$ cat src/rtl/load_store_unit.sv
// RV32I load/store unit: one outstanding request, alignment/range/funct3 checks,
// byte-lane steering for stores and sign/zero extension of 1-cycle-latency loads.
module load_store_unit #(
    parameter int unsigned DMEM_SIZE = 4096
) (
    input  logic        clk,
    input  logic        rst,
    input  logic        req_valid,
    output logic        req_ready,
    input  logic        req_we,
    input  logic [2:0]  req_funct3,
    input  logic [31:0] req_addr,
    input  logic [31:0] req_wdata,
    input  logic [4:0]  req_rd,
    output logic        resp_valid,
    output logic [31:0] resp_data,
    output logic [4:0]  resp_rd,
    output logic        store_done,
    output logic        err,
    output logic [31:0] err_addr,
    output logic [31:0] mem_addr,
    output logic [31:0] mem_sdata,
    output logic        mem_lenable,
    output logic [3:0]  mem_mask,
    input  logic [31:0] mem_ldata
);

    localparam logic [31:0] ADDR_LIMIT = 32'(DMEM_SIZE * 32'd4);

    typedef enum logic [1:0] {
        S_IDLE  = 2'd0,
        S_ISSUE = 2'd1,
        S_LWAIT = 2'd2,
        S_RESP  = 2'd3
    } state_t;

    state_t      state_q, state_d;
    logic        we_q, we_d;
    logic [2:0]  funct3_q, funct3_d;
    logic [1:0]  sel_q, sel_d;
    logic [4:0]  rd_q, rd_d;
    logic        resp_valid_q, resp_valid_d;
    logic [31:0] resp_data_q, resp_data_d;
    logic [4:0]  resp_rd_q, resp_rd_d;
    logic        store_done_q, store_done_d;
    logic        err_q, err_d;
    logic [31:0] err_addr_q, err_addr_d;
    logic [31:0] mem_addr_q, mem_addr_d;
    logic [31:0] mem_sdata_q, mem_sdata_d;
    logic        mem_lenable_q, mem_lenable_d;
    logic [3:0]  mem_mask_q, mem_mask_d;

    logic        illegal_s, misaligned_s, out_of_range_s, reject_s;
    logic [3:0]  st_mask_s;
    logic [31:0] st_data_s;
    logic [7:0]  ld_byte_s;
    logic [15:0] ld_half_s;
    logic [31:0] ld_ext_s;

    // Legality of the request currently presented on the request port
    always_comb begin
        illegal_s      = 1'b0;
        misaligned_s   = 1'b0;
        if (req_we) begin
            illegal_s = (req_funct3 > 3'd2);
        end else begin
            illegal_s = (req_funct3 == 3'd3) || (req_funct3 >= 3'd6);
        end
        case (req_funct3[1:0])
            2'b01:   misaligned_s = req_addr[0];
            2'b10:   misaligned_s = (req_addr[1:0] != 2'b00);
            default: misaligned_s = 1'b0;
        endcase
        out_of_range_s = (req_addr >= ADDR_LIMIT);
        reject_s       = illegal_s || misaligned_s || out_of_range_s;
    end

    // Store byte enables and lane-replicated write data
    always_comb begin
        st_mask_s = 4'b0000;
        st_data_s = req_wdata;
        case (req_funct3[1:0])
            2'b00: begin
                st_mask_s = 4'b0001 << req_addr[1:0];
                st_data_s = {4{req_wdata[7:0]}};
            end
            2'b01: begin
                st_mask_s = req_addr[1] ? 4'b1100 : 4'b0011;
                st_data_s = {2{req_wdata[15:0]}};
            end
            2'b10: begin
                st_mask_s = 4'b1111;
                st_data_s = req_wdata;
            end
            default: begin
                st_mask_s = 4'b0000;
                st_data_s = req_wdata;
            end
        endcase
    end

    // Load lane selection and sign/zero extension
    always_comb begin
        ld_byte_s = mem_ldata[{sel_q, 3'b000} +: 8];
        ld_half_s = mem_ldata[{sel_q[1], 4'b0000} +: 16];
        case (funct3_q)
            3'd0:    ld_ext_s = {{24{ld_byte_s[7]}}, ld_byte_s};
            3'd1:    ld_ext_s = {{16{ld_half_s[15]}}, ld_half_s};
            3'd4:    ld_ext_s = {24'd0, ld_byte_s};
            3'd5:    ld_ext_s = {16'd0, ld_half_s};
            default: ld_ext_s = mem_ldata;
        endcase
    end

    // Next-state and output-register logic; bus strobes and pulses default low
    always_comb begin
        state_d       = state_q;
        we_d          = we_q;
        funct3_d      = funct3_q;
        sel_d         = sel_q;
        rd_d          = rd_q;
        resp_valid_d  = 1'b0;
        resp_data_d   = resp_data_q;
        resp_rd_d     = resp_rd_q;
        store_done_d  = 1'b0;
        err_d         = 1'b0;
        err_addr_d    = err_addr_q;
        mem_addr_d    = mem_addr_q;
        mem_sdata_d   = mem_sdata_q;
        mem_lenable_d = 1'b0;
        mem_mask_d    = 4'b0000;
        case (state_q)
            S_IDLE: begin
                if (req_valid) begin
                    we_d     = req_we;
                    funct3_d = req_funct3;
                    sel_d    = req_addr[1:0];
                    rd_d     = req_rd;
                    if (reject_s) begin
                        err_d      = 1'b1;
                        err_addr_d = req_addr;
                    end else if (req_we) begin
                        mem_addr_d   = req_addr;
                        mem_sdata_d  = st_data_s;
                        mem_mask_d   = st_mask_s;
                        store_done_d = 1'b1;
                        state_d      = S_ISSUE;
                    end else begin
                        mem_addr_d    = req_addr;
                        mem_lenable_d = 1'b1;
                        state_d       = S_ISSUE;
                    end
                end else begin
                    state_d = S_IDLE;
                end
            end
            S_ISSUE: state_d = we_q ? S_IDLE : S_LWAIT;
            S_LWAIT: begin
                resp_valid_d = 1'b1;
                resp_data_d  = ld_ext_s;
                resp_rd_d    = rd_q;
                state_d      = S_RESP;
            end
            S_RESP:  state_d = S_IDLE;
            default: state_d = S_IDLE;
        endcase
    end

    // State and output registers with synchronous reset
    always_ff @(posedge clk) begin
        if (rst) begin
            state_q       <= S_IDLE;
            we_q          <= 1'b0;
            funct3_q      <= 3'd0;
            sel_q         <= 2'd0;
            rd_q          <= 5'd0;
            resp_valid_q  <= 1'b0;
            resp_data_q   <= 32'd0;
            resp_rd_q     <= 5'd0;
            store_done_q  <= 1'b0;
            err_q         <= 1'b0;
            err_addr_q    <= 32'd0;
            mem_addr_q    <= 32'd0;
            mem_sdata_q   <= 32'd0;
            mem_lenable_q <= 1'b0;
            mem_mask_q    <= 4'b0000;
        end else begin
            state_q       <= state_d;
            we_q          <= we_d;
            funct3_q      <= funct3_d;
            sel_q         <= sel_d;
            rd_q          <= rd_d;
            resp_valid_q  <= resp_valid_d;
            resp_data_q   <= resp_data_d;
            resp_rd_q     <= resp_rd_d;
            store_done_q  <= store_done_d;
            err_q         <= err_d;
            err_addr_q    <= err_addr_d;
            mem_addr_q    <= mem_addr_d;
            mem_sdata_q   <= mem_sdata_d;
            mem_lenable_q <= mem_lenable_d;
            mem_mask_q    <= mem_mask_d;
        end
    end

    assign req_ready   = (state_q == S_IDLE);
    assign resp_valid  = resp_valid_q;
    assign resp_data   = resp_data_q;
    assign resp_rd     = resp_rd_q;
    assign store_done  = store_done_q;
    assign err         = err_q;
    assign err_addr    = err_addr_q;
    assign mem_addr    = mem_addr_q;
    assign mem_sdata   = mem_sdata_q;
    assign mem_lenable = mem_lenable_q;
    assign mem_mask    = mem_mask_q;

endmodule

$ cat config.mk
export PLATFORM = sky130hd
export DESIGN_NAME = load_store_unit
export DESIGN_NICKNAME = d
export VERILOG_FILES = /design/src/rtl/load_store_unit.sv
export SDC_FILE = /design/constraint.sdc
export NUM_CORES = 1
export LEC_CHECK = 0
export CAP_MARGIN = 20
export CORE_ASPECT_RATIO = 1.75
export CORE_MARGIN = 3
export CORE_UTILIZATION = 45
export CTS_BUF_LIST = sky130_fd_sc_hd__clkbuf_4
export DETAILED_ROUTE_END_ITERATION = 10
export PLACE_DENSITY = 0.82
export SLEW_MARGIN = 0
export SYNTH_ARGS = -nofsm -noshare
export SYNTH_HDL_FRONTEND = slang
export SYNTH_SLANG_ARGS = --single-unit
$ cat constraint.sdc
create_clock -name clk -period 2.59 [get_ports clk]
set_clock_uncertainty 0.05 [all_clocks]
set_input_delay 0.259 -clock clk [delete_from_list [all_inputs] [get_ports clk]]
set_output_delay 0.259 -clock clk [all_outputs]
set_load 0.01 [all_outputs]
### Word-level counts from Yosys, hierarchy flattened

Index checks and enable logic that the tools add are counted.

* input bits: 108
* output and inout bits: 142
* logic and storage cells: 63
* flip-flop bits (word level): 154

* eq/ne operators: 10
* $lt $le $gt $ge: 3
* reductions and logical operators: 14
* muxes and demuxes: 14
* bitwise logic cells: 4
* shifts and indexed selects: 3

Operators with widths (count)
* $pmux W32 S4: 1
* $pmux W32 S2: 1
* $ge A32 B15 Y1 const B: 1
* $shiftx A32 B6 Y16: 1
* $shiftx A32 B6 Y8: 1
* $pmux W4 S3: 1
* $pmux W2 S4: 1
* $eq A2 B2 Y1 const B: 3
* $eq A3 B3 Y1 const B: 2
* $mux W2: 3
* $reduce_and A3 Y1: 2
* $mux W1: 5
* $reduce_or A5 Y1: 1
* $eq A2 B1 Y1 const B: 2
* $logic_not A2 Y1: 2
* $mux W4: 1
* $not A1 Y1: 4
* $reduce_and A4 Y1: 1
* $reduce_or A4 Y1: 1
* $shl A1 B2 Y4 const A: 1
* $eq A3 B1 Y1 const B: 1
* $eq A3 B2 Y1 const B: 1
* $ge A3 B3 Y1 const B: 1
* $gt A3 B2 Y1 const B: 1
* other kinds (7): 9

### Longest topological paths before layout

Gate-level depths: netlist of run 1.

* depth after elaboration: 8
* depth in mapped cells: 10
* depth with buffers taken out: 7

### Least setup slack after synthesis of run 1

OpenSTA, ideal clock, no wires.

* path type: input-to-reg
* start point: input req_funct3[1]
* end point: register mem_addr_q[21] (netlist: mem_addr[21])
* slack: 409 ps
* arrival: 2016 ps
* stages: 9
* required time: 2425 ps
* path buffers: 2
* setup time: 115 ps
* path through: buf_2 inv_1 ha_1 o21ai_0 nand2_1 a2111oi_4 a21oi_1 clkbuf_1 and2_1

* cells in the longest elaborated chain, start to end: 7
* elaborated cells between the ends (all ways): 12
* classes of those cells: order compare: 2; eq/ne: 3; mux: 2; bitwise: 1; reduce/logical: 4

RTL lines
* start: declaration: RTL line 11 `input logic [2:0] req_funct3,`
* $ge A3 B3 Y1 or $eq A3 B2 Y1 (tied branches): RTL line 67 `illegal_s = (req_funct3 == 3'd3) || (req_funct3 >= 3'd6);`
* $logic_or A1 B1 Y1: RTL line 67
* $mux W1: RTL line 64 `if (req_we) begin`
* $logic_or A1 B1 Y1 (*) (2 in a row): RTL line 75 `reject_s = illegal_s || misaligned_s || out_of_range_s;`
* $not A1 Y1 (no source line) (*)
* $reduce_and A3 Y1 (no source line) (*)
* end signal: assignment: RTL line 199 `mem_addr_q <= mem_addr_d;`
* end: declaration: RTL line 48 `logic [31:0] mem_addr_q, mem_addr_d;`

Mark *: on every way between the ends. The rest lies on a longest branch, timed or not.
A chain may end at the register's enable or synchronous reset.

### Worst setup path in the final report of run 1

* start point: input req_addr[24]
* end point: register mem_sdata_q[31] (netlist: mem_sdata[31])

* cells in the longest elaborated chain, start to end: 4

RTL lines
* start: declaration: RTL line 12 `input logic [31:0] req_addr,`
* $ge A32 B15 Y1: RTL line 74 `out_of_range_s = (req_addr >= ADDR_LIMIT);`
* $logic_or A1 B1 Y1: RTL line 75
* $not A1 Y1 (no source line)
* $reduce_and A4 Y1 (no source line)
* end signal: assignment: RTL line 200 `mem_sdata_q <= mem_sdata_d;`
* end: declaration: RTL line 49 `logic [31:0] mem_sdata_q, mem_sdata_d;`

Every way passes these cells.

==> out/results.ini, run 1 <==
[clock_network]
cts_setup_buffers=0
clkTransAtPathRegs_ns=0.13
clkLatencyLatePin_ns=0.53
cts.sinks=154
cts_hold_buf=0
cts-htree-levels=4
cts_max_path_buffers=2
cts_made_buffers=17
ctsResizeCount=0
cts_root_buffer=clkbuf_4
cts_tree=yes

[synthesis]
synth-simple-area-share=0.168
netlist_instances=782
synth_fa_ha_area_frac=0.00969
synth_nets=895
synth_compound_area_frac=0.269
yosysSeqAreaShare=0.478
synth_area_um2=6450
synthXorXnorAreaFrac=0
yosys_warnings=0
yosys_most_used_dff=dfxtp_1
synth_top_family_by_area=compound AO/OA/AOI/OAI gates
synth_cell_types=38
synth_seq_cells=154
syn_avg_cell_area_um2=8.25
muxShareOfSynthArea=0.0190
synth_edf_count=0
synthArstFlopShare=0

[power_and_ir_drop]
p_leak_nw=3.31
power.density_nw_per_um2=468
vdd_drop_max_v=0.000318

[global_routing]
grt_pass1_vias=6378
grt_use_total=0.264
grt_pass1_wl_um=32500
grt_antenna_before_repair=2
grt_overflow=0
grt_start_max_net_pins=57

[critical_path]
critPathMaxFanout=9
r2r_slack_ns=0.60
path_common_cell=buf_12
r2r_cells=5
worst-path-buf-inv=4
path_delay_family=buffers and inverters
cp.depth=9
crit_type=input port to flip-flop
cp_slowest_stage_delay_ns=0.45
crit_chain=clkdlybuf4s50_1 -> nor4_1 -> buf_4 -> o2111ai_1 -> a2111oi_4 -> buf_12 -> buf_12 -> a31oi_1 -> a311oi_1
arrival_ns=2.54
slowest_stage=nor4_1
cp-end-kind=flip-flop
cp-start-kind=input port
required_ns=2.98

[finish]
fin_nets=1120
fin_area_um2=9530
area_growth_pct=47.7
drive_gt1_frac=0.0775

[min_path]
holdPathStages=2
holdCritPathClass=input port to flip-flop

[drt]
drc=0
wirelength_um=21200
via_per_inst=5.67
drt-initial-drc-count=424
drtPass1Iterations=5
vias=6807
ant_nets=0
wl_per_cell_um=17.7

[timing]
setup_viol=0
min_period_over_period=0.828
layout_setup_ws_ns=0.447
maxSlewViolCount=0
hold_violations=0
fin_crit_ns=2.14
rsz0062_at_grt=no
worst_pin_slew_ns=0.925
maxSlewHeadroom=0.382
fmax_ghz=0.467
hold_slack_ns=0.130

[status]
status=finished clean

[floorplan]
initial_core_util=0.462
die_x_um=96.5
fp.dieH_um=164
num_io_pins=250
dieArea_um2=15900
core_area_um2=14000
num_rows=57

[placement]
dp_slack_ns=-0.106
dp_hpwl_um=15500
io_buffers=249
dpl-instance-area_um2=9250
gp_congestion=0.897

[job]
cap_violations=0

-- logic make-up (layout without fill, tap and decap cells) --
family / after synthesis / after routing
AOI/OAI and AO/OA: 281 / 281
DFF: 154 / 154
muxes: 11 / 11
and+or+nand+nor: 237 / 237
adders and majority gates: 5 / 5
other: 0 / 3
buffers and inverters: 94 / 332
-- per-layer routing --
metal	vias to the layer above	GRT usage	routed length (um)
met5	-	0	0
li1	3276	-	-
met2	281	0.446	11000
met1	3191	0.291	7690
met3	59	0.0766	1540
met4	0	0.144	1040
-- where the power goes --
group	internal, mW	total, mW	switching, mW
Combinational	0.310	0.615	0.306
Sequential	2.41	2.43	0.0240
Clock	0.494	1.42	0.921
-- worst register-to-register path: stages, from the launching register on --
cell	delay [ns]
dfxtp_1	0.46
nor2b_1	0.78
nand2_1	0.11
a31oi_1	0.19
o221ai_1	0.16
a21oi_1	0.17
-- layout make-up --
| class | count | area [um2] |
|---|---|---|
| multi-input combinational | 534 | 3010 |
| sequential | 154 | 3080 |
| timing repair buffer | 288 | 2890 |
| antenna | 3 | 7.51 |
| tap | 177 | 221 |
| clock inverter | 15 | 143 |
| clock buffer | 17 | 128 |
| inverter | 12 | 45.0 |
| fill | 1217 | 4450 |
-- synth_stat cells, types with 4 or more instances --
cell type,number,share of area
nor3_1,8,0.0062
and2_1,19,0.018
dfxtp_1,154,0.48
clkbuf_1,68,0.040
a22oi_1,15,0.017
nor2_1,49,0.028
a21oi_1,101,0.078
a311oi_1,24,0.033
a31oi_1,31,0.030
ha_1,5,0.0097
a211oi_1,24,0.028
mux2i_1,10,0.016
o21ai_0,64,0.050
nand2b_1,4,0.0039
buf_1,6,0.0035
nand3_1,54,0.042
o221ai_1,7,0.0095
buf_2,8,0.0062
nor2b_1,6,0.0058
nand2_1,82,0.048
a22o_1,8,0.011
inv_1,12,0.0070
nor4_1,8,0.0078
-- flip-flops by register name, summed over array words and instances (netlist names), named ones only --
register     count
err_addr        32
mem_addr        32
mem_sdata       32
resp_data       32
rd_q             5
resp_rd          5
mem_mask         4
funct3_q         3
sel_q            2
err              1
mem_lenable      1
resp_valid       1
state_q          1
store_done       1
we_q             1
-- cells in the final DEF (no fill, tap or decap), types with 4 or more instances in the layout --
| cell | n |
|---|---|
| nand2b_1 | 4 |
| nor4_1 | 8 |
| buf_4 | 31 |
| a22oi_1 | 15 |
| a211oi_1 | 24 |
| nor2_1 | 49 |
| a22o_1 | 8 |
| o21ai_0 | 64 |
| and2_1 | 18 |
| clkbuf_4 | 17 |
| ha_1 | 5 |
| nand2_1 | 82 |
| nor3_1 | 8 |
| nand3_1 | 54 |
| mux2i_1 | 10 |
| dfxtp_1 | 154 |
| a311oi_1 | 24 |
| a31oi_1 | 31 |
| inv_6 | 4 |
| o221ai_1 | 7 |
| inv_1 | 12 |
| buf_12 | 9 |
| nor2b_1 | 5 |
| a21oi_1 | 101 |
| clkinv_4 | 4 |
| clkdlybuf4s50_1 | 247 |
-- metrics by stage --
| step | instances | util | setup TNS, ns | power, mW |
|---|---|---|---|---|
| floorplan | 782 | - | 0 | 2.75 |
| finish | 1200 | 0.682 | 0 | 4.46 |
| CTS | 1197 | 0.681 | 0 | 4.49 |
| global route | 1199 | 0.682 | 0 | 4.64 |
| detailed placement | 1165 | 0.662 | -5.41 | 3.09 |
| global placement | 1165 | 0.662 | -3.92 | 3.09 |
-- final timing paths --
kind / endpoint / from
worst max-delay path: mem_sdata[31] / req_addr[24]
worst min-delay path: flip-flop / rst
worst max register to register: resp_data[0] / funct3_q[0]
worst min register to register: resp_rd[1] / rd_q[1]
No activity file was read; power rests on OpenSTA's default activity.
==> run 2, diff against run 1 <==
- clock period: 2.59 -> 2.15 ns (I/O delays scaled with it)
==> run 2 against run 1 <==
Net effect: die area is the same; final area increased by 2.5%; critical path depth grew 1; clock power grew 24%; global-route usage rose by 0.44 points; first-iteration DRC count is 6.1% lower; worst hold slack better by 0.065 ns; critical endpoint is now mem_sdata[9]; largest power group unchanged; non-clock buffer count rose by 27; via count rose by 1.2%; clock-buffer cell count unchanged; wire length up 1.6%.
==> out/results.ini, run 2 (synthesized netlist as in run 1, its figures left out) <==
[critical_path]
crit_type=input port to flip-flop  ; unchanged
rr_startpoint=sel_q[0]  ; was funct3_q[0]
r2r_cells=6  ; was 5
r2r_slack_ns=0.25  ; was 0.60 ns
required_ns=2.54  ; was 2.98 ns
cp-start-kind=input port  ; unchanged
cp-end-kind=flip-flop  ; unchanged
r2r_end=resp_data[29]  ; was resp_data[0]
arrival_ns=2.42  ; was 2.54 ns
critPathMaxFanout=18  ; was 9

[floorplan]
num_rows=57  ; unchanged
dieArea_um2=15900  ; unchanged
core_area_um2=14000  ; unchanged
initial_core_util=0.462  ; unchanged
num_io_pins=250  ; unchanged
die_x_um=96.5  ; unchanged
fp.dieH_um=164  ; unchanged

[finish]
area_growth_pct=51.4  ; was 47.7%
drive_gt1_frac=0.103  ; was 0.0775
fin_nets=1147  ; was 1120
final_common_cell=clkdlybuf4s50_1  ; unchanged
final_cells=1227  ; was 1200
final_cell_mix=clkdlybuf4s50_1, dfxtp_1, a21oi_1  ; unchanged

[power_and_ir_drop]
switching_power_mw=1.55  ; was 1.25 mW
power_frac_comb=0.145  ; was 0.138
power.density_nw_per_um2=560  ; was 468 nW/um2
p_leak_nw=3.46  ; was 3.31 nW
power_frac_clock=0.321  ; was 0.317
pwr-share-seq=0.535  ; was 0.545
p_int_mw=3.92  ; was 3.21 mW
vdd_drop_max_v=0.000466  ; was 0.000318 V
power_switching_share=0.284  ; was 0.280

[global_routing]
grt_pass1_wl_um=33200  ; was 32500 um
grt_use_total=0.268  ; was 0.264
grt_pass1_vias=6430  ; was 6378
grt_overflow=0  ; unchanged
grt_antenna_before_repair=2  ; unchanged
grt_start_max_net_pins=67  ; was 57

[clock_network]
cts_setup_buffers=0  ; unchanged
cts.sinks=154  ; unchanged
cts_made_buffers=17  ; unchanged
clkLatencyLatePin_ns=0.52  ; was 0.53 ns
cts_max_path_buffers=2  ; unchanged
cts_root_buffer=clkbuf_4  ; unchanged
cts-htree-levels=4  ; unchanged
cts_tree=yes  ; unchanged
clkTransAtPathRegs_ns=0.13  ; about the same

[timing]
worst_pin_slew_ns=0.526  ; was 0.925 ns
rsz0062_at_grt=no  ; unchanged
fmax_ghz=0.493
min_period_over_period=0.943
layout_setup_ws_ns=0.123  ; was 0.447 ns
hold_violations=0  ; unchanged
fin_crit_ns=2.03
maxSlewHeadroom=0.649  ; was 0.382
setup_viol=0  ; unchanged
maxSlewViolCount=0  ; unchanged

[drt]
drc=0  ; unchanged
via_per_inst=5.62  ; was 5.67
ant_nets=0  ; unchanged
wl_per_cell_um=17.6  ; was 17.7 um
drtPass1Iterations=5  ; unchanged
vias=6891  ; was 6807
wirelength_um=21600  ; was 21200 um
drt-initial-drc-count=398  ; was 424

[placement]
io_buffers=249  ; unchanged
dp.cells=1191  ; was 1165
gp_congestion=0.879  ; was 0.897
dp_slack_ns=-0.590  ; was -0.106 ns
dp_hpwl_um=15800  ; was 15500 um

[job]
cap_violations=0  ; unchanged

[min_path]
whs_endpoint=rd_q[2]
holdCritPathClass=input port to flip-flop  ; unchanged
min-delay-start=req_rd[2]  ; was rst
holdPathStages=3  ; was 2

[status]
status=finished clean  ; unchanged

## run 2: cell types whose count changed in the layout (fill, tap and decap cells not counted), sizes merged
cell | before | now
clkinv | 6 | 4
inv | 17 | 19
buf | 41 | 67
dlygate4sd3 | 0 | 1
dlymetal6s2s | 0 | 1
clkdlybuf4s50 | 247 | 246
## run 2: metrics by stage
| step | setup TNS, ns | power (mW) | hold slack [ns] | cell area, um2 | util |
|---|---|---|---|---|---|
| after floorplan | 0 | 3.31 | 0.301 | 6450 | - |
| after global placement | -46.73 | 3.75 | 0.387 | 9440 | 0.675 |
| after detailed placement | -47.64 | 3.76 | 0.393 | 9440 | 0.675 |
| after CTS | 0 | 5.50 | 0.142 | 9730 | 0.696 |
| after global routing | 0 | 5.70 | 0.159 | 9770 | 0.699 |
| final | 0 | 5.47 | 0.195 | 9770 | 0.699 |
## run 2: routing by layer
| metal | vias up | track usage | part of all wire |
|---|---|---|---|
| li1 | 3331 | - | - |
| met1 | 3225 | 0.297 | 0.36 |
| met4 | 0 | 0.125 | 0.042 |
| met5 | - | 0 | 0 |
| met2 | 276 | 0.471 | 0.53 |
| met3 | 59 | 0.0656 | 0.068 |
## run 2: layout make-up
class	instances	area, um2
inverters	12	45.0
multi-input cells	534	3040
flip-flops and latches	154	3080
diodes	3	7.51
clock buffers	17	128
well taps	177	221
fillers	1206	4210
clock inverters	15	155
repair buffers	315	3090
## run 2: timing repair
item	4_1_cts	5_1_grt
endpoints found under the hold margin	2	0
hold buffers	1	0
gates resized for setup	0	5
endpoints found under the setup margin	0	44
## run 2: worst max path at each step
stage	from	to	slack [ns]
floorplan	req_funct3[1]	mem_addr[21]	0.01
global placement	req_addr[24]	mem_sdata[23]	-0.52
detailed placement	req_addr[24]	mem_sdata[12]	-0.59
CTS	req_addr[24]	mem_sdata[12]	0.002
global route	req_addr[27]	mem_sdata[12]	0.009
finish	req_addr[14]	mem_sdata[9]	0.12
## run 2: power by group through the flow
stage / Clock (mW) / Combinational (mW) / Sequential (mW)
finish: 1.76 / 0.791 / 2.93
global route: 1.91 / 0.855 / 2.93
CTS: 1.79 / 0.781 / 2.93
detailed placement: 0 / 0.775 / 2.99
global placement: 0 / 0.767 / 2.99
floorplan: 0 / 0.309 / 3.00
## run 2: worst max-delay path, cell delays in order
cell,delay [ns]
clkdlybuf4s50_1,0.47
nor4_4,0.31
buf_4,0.15
o2111ai_1,0.14
buf_4,0.18
a2111oi_4,0.23
buf_4,0.21
buf_12,0.15
a31oi_1,0.09
a311oi_1,0.28
==> run 3, diff against run 2 <==
- CORE_UTILIZATION: 45 -> 44
- CTS_BUF_LIST: sky130_fd_sc_hd__clkbuf_4 -> default
- CTS_CLUSTER_DIAMETER: default -> 200
- PLACE_DENSITY: 0.82 -> 0.8
- RECOVER_POWER: default -> 100
==> run 3 against run 2 <==
Net effect: the run now ends with setup timing left; critical path type unchanged; cell count rose by 0.73%; global-route usage fell by 0.53 points; largest power group is now the clock network; sequential share of layout area fell by 1.3 points; sequential power barely moved; flip-flop and latch count did not move; total power rose by 22%; highest routed layer unchanged.
==> out/results.ini, run 3 (synthesized netlist as in run 1, its figures left out) <==
[status]
status=complete, but fails checks  ; was finished clean
violations=setup timing

[global_routing]
grt_pass1_vias=6811  ; was 6430
grt_start_max_net_pins=57  ; was 67
grt_pass1_wl_um=35000  ; was 33200 um
grt_overflow=0  ; unchanged
grt_use_total=0.263  ; was 0.268
grt_antenna_before_repair=1  ; was 2

[timing]
layout_setup_ws_ns=-0.0341  ; was 0.123 ns
maxSlewHeadroom=0.483  ; was 0.649
worst_pin_slew_ns=0.776  ; was 0.526 ns
hold_violations=0  ; unchanged
setup_viol=1  ; was 0
fin_setup_tns_ns=-0.0341  ; was 0 ns
fin_crit_ns=2.18  ; was 2.03 ns
maxSlewViolCount=0  ; unchanged
fmax_ghz=0.458  ; was 0.493 GHz
min_period_over_period=1.02  ; was 0.943

[drt]
drt-initial-drc-count=364  ; was 398
drc=0  ; unchanged
wl_per_cell_um=17.9  ; was 17.6 um
wirelength_um=22100  ; was 21600 um
drtPass1Iterations=5  ; unchanged
via_per_inst=5.64  ; was 5.62
vias=6975  ; was 6891
ant_nets=0  ; unchanged

[power_and_ir_drop]
pwr-share-seq=0.438  ; was 0.535
power.density_nw_per_um2=655  ; was 560 nW/um2
p_int_mw=5.04  ; was 3.92 mW
switching_power_mw=1.64  ; was 1.55 mW
p_leak_nw=4.24  ; was 3.46 nW
power_switching_share=0.245  ; was 0.284
power_frac_clock=0.446  ; was 0.321
total_power_mw=6.68  ; was 5.47 mW
power_frac_comb=0.116  ; was 0.145
vdd_drop_max_v=0.000501  ; was 0.000466 V

[finish]
fin_area_um2=10200  ; was 9770 um2
final_cells=1236  ; was 1227
final_common_cell=dfxtp_1  ; was clkdlybuf4s50_1
fin_nets=1155  ; was 1147
final_cell_mix=dfxtp_1, dlygate4sd3_1, a21oi_1  ; was clkdlybuf4s50_1, dfxtp_1, a21oi_1
drive_gt1_frac=0.116  ; was 0.103
fill_cells=1151  ; was 1206
final_core_util=0.710  ; was 0.699
area_growth_pct=58.0  ; was 51.4%

[clock_network]
cts_made_buffers=17  ; unchanged
cts_tree=yes  ; unchanged
cts_max_path_buffers=2  ; unchanged
cts_root_buffer=clkbuf_16  ; was clkbuf_4
cts.sinks=154  ; unchanged
clkTransAtPathRegs_ns=0.07  ; was 0.13 ns
cts-htree-levels=4  ; unchanged
clkLatencyLatePin_ns=0.41  ; was 0.52 ns

[critical_path]
cp-start-kind=input port  ; unchanged
required_ns=2.41  ; was 2.54 ns
crit_type=input port to flip-flop  ; unchanged
cp-end-kind=flip-flop  ; unchanged
critPathMaxFanout=7  ; was 18
arrival_ns=2.44  ; was 2.42 ns
r2r_slack_ns=0.23  ; was 0.25 ns

[min_path]
holdCritPathClass=input port to flip-flop  ; unchanged

[floorplan]
num_rows=58  ; was 57
core_area_um2=14400  ; was 14000 um2
fp.dieH_um=166  ; was 164 um
die_x_um=97.6  ; was 96.5 um
initial_core_util=0.449  ; was 0.462
num_io_pins=250  ; unchanged
dieArea_um2=16200  ; was 15900 um2

[job]
cap_violations=0  ; unchanged

[placement]
dpl-instance-area_um2=9440  ; about the same
dp.cells=1198  ; was 1191
io_buffers=249  ; unchanged
gp_congestion=0.847  ; was 0.879
dp_hpwl_um=15400  ; was 15800 um

run 3: path summary, 6_finish.rpt:
kind | depth (start not counted) | start | endpoint
setup / recovery | 10 | req_funct3[0] | mem_sdata[27]
hold / removal | 3 | req_addr[26] | err_addr[26]
setup reg to reg | 4 | flip-flop | resp_data[0]
hold reg to reg | 2 | resp_data[15] | resp_data[15]
run 3: per-stage QoR:
stage	setup WS (ns)	hold WS, ns
finish	-0.0341	0.0666
global route	-0.143	0.0711
CTS	-0.0240	0.143
detailed placement	-0.546	0.394
global placement	-0.551	0.386
floorplan	0.0127	0.301
run 3: layer usage:
metal	routed length, um	track usage	up-vias
met1	8260	0.292	3281
met4	1090	0.137	0
met5	0	0	-
met3	1270	0.0584	59
li1	-	-	3341
met2	11500	0.462	294
run 3: critical path: stages:
cell           delay [ns]
dlygate4sd2_1        0.29
buf_4                0.16
ha_1                 0.21
o21ai_0              0.26
nand2_1              0.17
a2111oi_4            0.37
buf_6                0.23
buf_12               0.13
a31oi_1              0.07
a311oi_1             0.33
run 3: power groups by stage:
stage               sequential (mW)  combinational, mW  clock, mW
global route                   2.93              0.835       3.14
detailed placement             2.99              0.774          0
CTS                            2.93              0.780       3.03
global placement               2.99              0.769          0
floorplan                      3.00              0.309          0
finish                         2.92              0.772       2.98
run 3: area by class of cell:
cell class                      instances  area, um2  share of cell area
Clock inverter                         12        139              0.0136
Inverter                               12       45.0             0.00442
Clock buffer                           20        447              0.0438
Antenna cell                            1       2.50            0.000245
Timing Repair Buffer                  323       3190               0.313
Sequential cell                       154       3080               0.302
Tap cell                              180        225              0.0221
Multi-Input combinational cell        534       3070               0.301
run 3: timing repair:
item | 4_1_cts | 5_1_grt
buffers inserted | 2 | 0
pin swaps | 20 | 9
hold buffers | 0 | 0
endpoints found under the hold margin | 0 | 0
setup endpoints to repair | 77 | 95
gates cloned | 2 | 1
gates resized for setup | 13 | 18
